`src/rtl/cla_addsub_pipe_if.sv`:
```
// rtl/cla_addsub_pipe_if.sv - operand/result handshake bundle for cla_addsub_pipe
interface cla_addsub_pipe_if #(
  parameter int WIDTH = 16
);
  logic             in_valid;
  logic             in_ready;
  logic [WIDTH-1:0] a;
  logic [WIDTH-1:0] b;
  logic             cin;
  logic             control;
  logic             out_valid;
  logic             out_ready;
  logic [WIDTH-1:0] sum;
  logic             cout;
  logic             overflow;
  logic             zero;

  modport master (
    output in_valid, a, b, cin, control, out_ready,
    input  in_ready, out_valid, sum, cout, overflow, zero
  );

  modport slave (
    input  in_valid, a, b, cin, control, out_ready,
    output in_ready, out_valid, sum, cout, overflow, zero
  );
endinterface

```
`src/rtl/cla_addsub_pipe.sv`:
```
// rtl/cla_addsub_pipe.sv - pipelined carry-lookahead adder/subtractor, one GROUP-bit slice per stage
module cla_addsub_pipe #(
  parameter int WIDTH = 16,
  parameter int GROUP = 4
) (
  input logic              clk,
  input logic              rst,
  cla_addsub_pipe_if.slave bus
);
  localparam int NG = WIDTH / GROUP;

  if (GROUP < 1 || GROUP > 8 || WIDTH < GROUP || (WIDTH % GROUP) != 0) begin : g_param_check
    $error("cla_addsub_pipe: WIDTH must be a nonzero multiple of GROUP and GROUP must be 1..8");
  end

  // Every carry is a flat sum of products of P/G and the slice carry-in; no ripple.
  function automatic logic [GROUP:0] cla_slice(input logic [GROUP-1:0] p,
                                               input logic [GROUP-1:0] g,
                                               input logic             ci);
    logic [GROUP:0] c;
    logic           term;
    c    = '0;
    c[0] = ci;
    for (int i = 0; i < GROUP; i++) begin
      term = ci;
      for (int j = 0; j <= i; j++) term = term & p[j];
      c[i+1] = term;
      for (int j = 0; j <= i; j++) begin
        term = g[j];
        for (int m = j + 1; m <= i; m++) term = term & p[m];
        c[i+1] = c[i+1] | term;
      end
    end
    return c;
  endfunction

  logic [WIDTH-1:0] bx_in;
  logic             c0;
  logic             en;

  assign bx_in        = bus.b ^ {WIDTH{bus.control}};
  assign c0           = bus.cin ^ bus.control;
  assign en           = !bus.out_valid || bus.out_ready;
  assign bus.in_ready = en;

  for (genvar k = 0; k < NG; k++) begin : g_stage
    localparam int LO  = k * GROUP;
    localparam int REM = WIDTH - LO - GROUP;

    // a_rest/b_rest: operand bits from this slice upward; s_all: sum bits from bit 0 to this slice.
    logic [WIDTH-LO-1:0] a_rest;
    logic [WIDTH-LO-1:0] b_rest;
    logic [LO+GROUP-1:0] s_all;
    logic [LO+GROUP-1:0] s_q;
    logic [GROUP-1:0]    p;
    logic [GROUP-1:0]    g;
    logic [GROUP:0]      c;
    logic                v_in;
    logic                ci;
    logic                v_q;
    logic                c_q;

    if (k == 0) begin : g_src
      assign a_rest = bus.a;
      assign b_rest = bx_in;
      assign ci     = c0;
      assign v_in   = bus.in_valid;
      assign s_all  = p ^ c[GROUP-1:0];
    end else begin : g_src
      assign a_rest = g_stage[k-1].g_fwd.a_q;
      assign b_rest = g_stage[k-1].g_fwd.b_q;
      assign ci     = g_stage[k-1].c_q;
      assign v_in   = g_stage[k-1].v_q;
      assign s_all  = {p ^ c[GROUP-1:0], g_stage[k-1].s_q};
    end

    assign p = a_rest[GROUP-1:0] ^ b_rest[GROUP-1:0];
    assign g = a_rest[GROUP-1:0] & b_rest[GROUP-1:0];
    assign c = cla_slice(p, g, ci);

    always_ff @(posedge clk) begin
      if (rst) begin
        v_q <= 1'b0;
        c_q <= 1'b0;
        s_q <= '0;
      end else if (en) begin
        v_q <= v_in;
        c_q <= c[GROUP];
        s_q <= s_all;
      end
    end

    // Operand bits of later slices ride along until their stage.
    if (REM > 0) begin : g_fwd
      logic [REM-1:0] a_q;
      logic [REM-1:0] b_q;
      always_ff @(posedge clk) begin
        if (rst) begin
          a_q <= '0;
          b_q <= '0;
        end else if (en) begin
          a_q <= a_rest[WIDTH-LO-1:GROUP];
          b_q <= b_rest[WIDTH-LO-1:GROUP];
        end
      end
    end

    if (k == NG - 1) begin : g_last
      logic cm_q;
      logic z_q;
      always_ff @(posedge clk) begin
        if (rst) begin
          cm_q <= 1'b0;
          z_q  <= 1'b0;
        end else if (en) begin
          cm_q <= c[GROUP-1];
          z_q  <= (s_all == '0);
        end
      end
    end
  end

  assign bus.out_valid = g_stage[NG-1].v_q;
  assign bus.sum       = g_stage[NG-1].s_q;
  assign bus.cout      = g_stage[NG-1].c_q;
  assign bus.overflow  = g_stage[NG-1].c_q ^ g_stage[NG-1].g_last.cm_q;
  assign bus.zero      = g_stage[NG-1].g_last.z_q;
endmodule
```
`src/flat_wrapper.sv`:
```
// flat-port wrapper written by rule: the top's interface ports become plain ports
module cla_addsub_pipe_flat 
#(
  parameter int WIDTH = 16,
  parameter int GROUP = 4
)
  (clk, rst, bus_in_valid, bus_a, bus_b, bus_cin, bus_control, bus_out_ready, bus_in_ready, bus_out_valid, bus_sum, bus_cout, bus_overflow, bus_zero);
  cla_addsub_pipe_if #(.WIDTH(WIDTH)) bus_i ();
  input logic clk;
  input logic rst;
  input wire logic [$bits(bus_i.in_valid)-1:0] bus_in_valid;
  input wire logic [$bits(bus_i.a)-1:0] bus_a;
  input wire logic [$bits(bus_i.b)-1:0] bus_b;
  input wire logic [$bits(bus_i.cin)-1:0] bus_cin;
  input wire logic [$bits(bus_i.control)-1:0] bus_control;
  input wire logic [$bits(bus_i.out_ready)-1:0] bus_out_ready;
  output wire logic [$bits(bus_i.in_ready)-1:0] bus_in_ready;
  output wire logic [$bits(bus_i.out_valid)-1:0] bus_out_valid;
  output wire logic [$bits(bus_i.sum)-1:0] bus_sum;
  output wire logic [$bits(bus_i.cout)-1:0] bus_cout;
  output wire logic [$bits(bus_i.overflow)-1:0] bus_overflow;
  output wire logic [$bits(bus_i.zero)-1:0] bus_zero;
  assign bus_i.in_valid = bus_in_valid;
  assign bus_i.a = bus_a;
  assign bus_i.b = bus_b;
  assign bus_i.cin = bus_cin;
  assign bus_i.control = bus_control;
  assign bus_i.out_ready = bus_out_ready;
  assign bus_in_ready = bus_i.in_ready;
  assign bus_out_valid = bus_i.out_valid;
  assign bus_sum = bus_i.sum;
  assign bus_cout = bus_i.cout;
  assign bus_overflow = bus_i.overflow;
  assign bus_zero = bus_i.zero;
  cla_addsub_pipe #(.WIDTH(WIDTH), .GROUP(GROUP)) u_core (.clk(clk), .rst(rst), .bus(bus_i));
endmodule
```
`config.mk`:
```
export PLATFORM = sky130hd
export DESIGN_NAME = cla_addsub_pipe_flat
export DESIGN_NICKNAME = d
export VERILOG_FILES = /design/src/rtl/cla_addsub_pipe_if.sv /design/src/rtl/cla_addsub_pipe.sv /design/src/flat_wrapper.sv
export SDC_FILE = /design/constraint.sdc
export NUM_CORES = 1
export LEC_CHECK = 0
export BUFFER_PORTS_ARGS = -buffer_cell sky130_fd_sc_hd__buf_2
export CORE_ASPECT_RATIO = 0.5
export CORE_MARGIN = 3
export CORE_UTILIZATION = 50
export CTS_BUF_LIST = sky130_fd_sc_hd__clkbuf_16
export CTS_CLUSTER_SIZE = 30
export DETAILED_ROUTE_END_ITERATION = 12
export HOLD_SLACK_MARGIN = 0.05
export PLACE_DENSITY = 0.74
export SYNTH_ARGS = -nofsm -noshare
export SYNTH_HDL_FRONTEND = slang
export SYNTH_SLANG_ARGS = --single-unit
```
`constraint.sdc`:
```
create_clock -name clk -period 1.9 [get_ports clk]
set_input_delay 0.19 -clock clk [delete_from_list [all_inputs] [get_ports clk]]
set_output_delay 0.19 -clock clk [all_outputs]
set_load 0.02 [all_outputs]
```
==> results.md <==
- Post-Syn Area: around 4100 µm²
- Multi-input logic area: 2018 µm²
- Initial antenna violation count: 1
- Register area: around 2000 µm²
- Ys flop type: dfxtp_1
- Vias/cell: 5.075
- Synthesized flop and latch total: between 90 and 100
- Worst Path Class, Setup: reg2reg
- Req. time, crit path: 2.15 ns
- Die Y: approximately 70 µm
- DP HPWL: 6123 µm
- Num CTS Buffers: 9
- Core ar.: 7680 µm²
- CTS clk-pin slew, worst paths: about 0.06 ns
- Reg2Reg Setup Slack: 0.09 ns
- CTS tree: yes
- DRC viols: 0
- Status: completed
- Fin crit share: 95.39%
- Reg-to-Reg End: u_core.bus.zero
- GPL Wtd Cong: 0.7956
- VDD IR max: 513.1 µV
- Vias in the first global route: between 2,000 and 3,000
- Top-count cell post-synth: nand2_1
- Starting Density: 53.91%
- Startpoint Class: flop
- Placed Cells: 637
- P per Cell Area: 911.0 nW/µm²
- Fill count: ~680
- Clock Tree Buf Depth: 2
- Final hold viol count: 0
- Clk root buf: clkbuf_16
- # diodes: 0
- Peak Freq: 551.7 MHz
- Yosys top cell area share: 47.39%
- Total negative slack: 0 ns
- Leakage: 0.002068 µW
- Hold Path Class: in2reg
- Net count, final: 602
- Post-route ant nets: 0
- PortBufs: 58
- Synth warn: 0
- RSZ-0062 raised after global routing: false
- Layout area overhead: 16.08%
- Worst r2r src: u_core.g_stage[2].g_fwd.a_q[0]
- Slew @ Worst Pin: between 0.7 and 0.8 ns
- Leading area contributor after synthesis: dfxtp_1
- Worst Setup Slack post-DPL: 0.06247 ns
- Syn_area_per_cell: 8.381 µm²
- Grt ovf: 0
- # Max-Cap Violations: 0
- Number of synthesized flops with an enable pin: 0
- Data arrival, critical path: 2.07 ns
- Endpoints failing setup: 0
- Skew final: 0.005555 ns
- Post-Route WL: 8549 µm
- Global-route wire length before repair: 14,220 µm
- Ports: between 50 and 60
- Async set or reset register ratio after synthesis: 0%
- Largest cells by area after synthesis: dfxtp_1 47%, nand2_1 13%, a21oi_1 8.2%, ha_1 6.0%, a211oi_1 3.6%
- Mapped Cells: 494
- GRT Total Usage: 18.68%
- Cell types with the highest counts after synthesis: 139 x nand2_1, 98 x dfxtp_1, 68 x a21oi_1
- Fin cells: around 650
- Crit-path max FO: 3
- CP startpoint: u_core.g_stage[2].g_fwd.a_q[0]
- Critical Path Sink: u_core.bus.zero
- Setup ws final: 0.08758 ns
- Yosys cell types: 30
- Clock sink total: 98
- Register area share after synthesis: between 40% and 50%
- Worst skew pair latency: 0.33 ns
- Die area: 9475 µm²
- First-pass detailed-route iteration total: 5
- Share of layout cells above drive strength 1: 16.91%
- Capturing element type of the critical path: flop
- CTS Hold Buffers Added: 0
- H-tree levels: 3
- Post-Syn Nets: 556
- Max-slew violations: 0
- Final min period: 1.812 ns
- R2r worst-path depth: 6
- Slew headroom: around half
- Routed WL per cell: ~13 µm
- Cell Rows: 22
- Via count: 3,309
- DRT iter0 DRCs: ~250
- Largest net degree at the start of global routing: 63
- DIE WIDTH: between 100 and 150 µm
==> power breakdown <==
group	switching (µW)	internal (µW)	total, µW
Clock	742	870	1610
Combinational	261	226	488
Sequential	86.4	2190	2280
==> cell usage in the layout (no fill, tap or decap) <==
cell type	count
or4_4	1
nor2b_1	3
inv_1	4
clkinv_2	2
nor2b_4	1
nand3_1	3
a211oi_2	1
dfxtp_2	1
nor4_1	2
o31ai_2	1
ha_1	20
buf_4	11
o21a_1	7
fa_1	4
o21ai_0	7
dfxtp_1	97
xnor2_1	16
nor2_1	29
buf_12	2
nand2_1	139
a21oi_1	68
o31ai_1	3
nor3_1	8
nand4_1	1
or3_1	4
clkbuf_16	9
xor2_1	7
nor4_2	1
nand3b_1	7
a211oi_1	19
buf_2	58
clkinvlp_4	3
a21o_1	2
a22oi_1	1
inv_2	1
nor3b_1	1
==> cells by family (layout without fill, tap and decap cells) <==
logic type / Yosys count / count (layout) / share of synthesized area (%)
and+or+nand+nor: 200 / 200 / 20.25
AOI/OAI and AO/OA: 109 / 109 / 15.35
DFF: 98 / 98 / 47.39
buffers and inverters: 40 / 90 / 4.171
adders and majority gates: 24 / 24 / 7.978
xor gates and xnor gates: 23 / 23 / 4.865
==> critical path, cell delays in order (launching register included) <==
cell,delay [ns]
dfxtp_2,0.33
ha_1,0.27
ha_1,0.20
or3_1,0.33
a21o_1,0.22
xor2_1,0.17
o31ai_2,0.21
==> per-stage QoR <==
| step | util [%] | hold WS [ns] | instance area (µm²) | power, µW |
|---|---|---|---|---|
| 2_1_floorplan | - | 0.3305 | 4156 | 2648 |
| 4_1_cts | 62.50 | 0.08669 | 4800 | 4407 |
| 6_report | 62.58 | 0.09954 | 4806 | 4378 |
| 3_3_place_gp | 59.09 | 0.4362 | 4538 | 2794 |
| 5_1_grt | 62.58 | 0.09055 | 4806 | 4575 |
| 3_5_place_dp | 59.09 | 0.4414 | 4538 | 2808 |
==> state kept, by name (all words and copies together) (netlist names) <==
name,flops
u_core.g_stage.g_fwd.b_q,24
u_core.g_stage.g_fwd.a_q,24
u_core.bus.out_valid,1
u_core.g_stage.c_q,3
u_core.bus.cout,1
u_core.bus.sum,16
u_core.g_stage.g_last.cm_q,1
u_core.bus.zero,1
u_core.g_stage.s_q,24
u_core.g_stage.v_q,3
==> what timing repair did <==
| item | in CTS | in global routing |
|---|---|---|
| gates resized for setup | 0 | 2 |
| setup buffers | 0 | 0 |
| setup endpoints to repair | 0 | 1 |
==> layer usage <==
layer  wire length [µm]  GRT usage, %
met1               4369         28.23
met2               3507         26.12
met3                588         4.676
met4                 70         5.079
met5                 13             0
==> layout make-up <==
type                    count  share of cell area (%)
inverters                   4                  0.3124
clock inverters             6                  0.7550
flip-flops and latches     98                   40.85
repair buffers             71                   8.592
well taps                 108                   2.812
clock buffers               9                   4.686
multi-input cells         356                   41.99
==> worst min-delay path by stage <==
stage / startpoint / end / slack, ns / cells after the start
2_1_floorplan: bus_a[4] / u_core.g_stage[0].g_fwd.a_q[0] / 0.33 / 2
3_3_place_gp: u_core.bus.sum[14] / u_core.bus.sum[14] / 0.44 / 2
3_5_place_dp: bus_a[5] / u_core.g_stage[0].g_fwd.a_q[1] / 0.44 / 3
4_1_cts: bus_a[6] / u_core.g_stage[0].g_fwd.a_q[2] / 0.09 / 3
5_1_grt: bus_a[6] / u_core.g_stage[0].g_fwd.a_q[2] / 0.09 / 3
6_report: bus_a[5] / u_core.g_stage[0].g_fwd.a_q[1] / 0.1 / 3
Power figures use the tool's default switching activity.
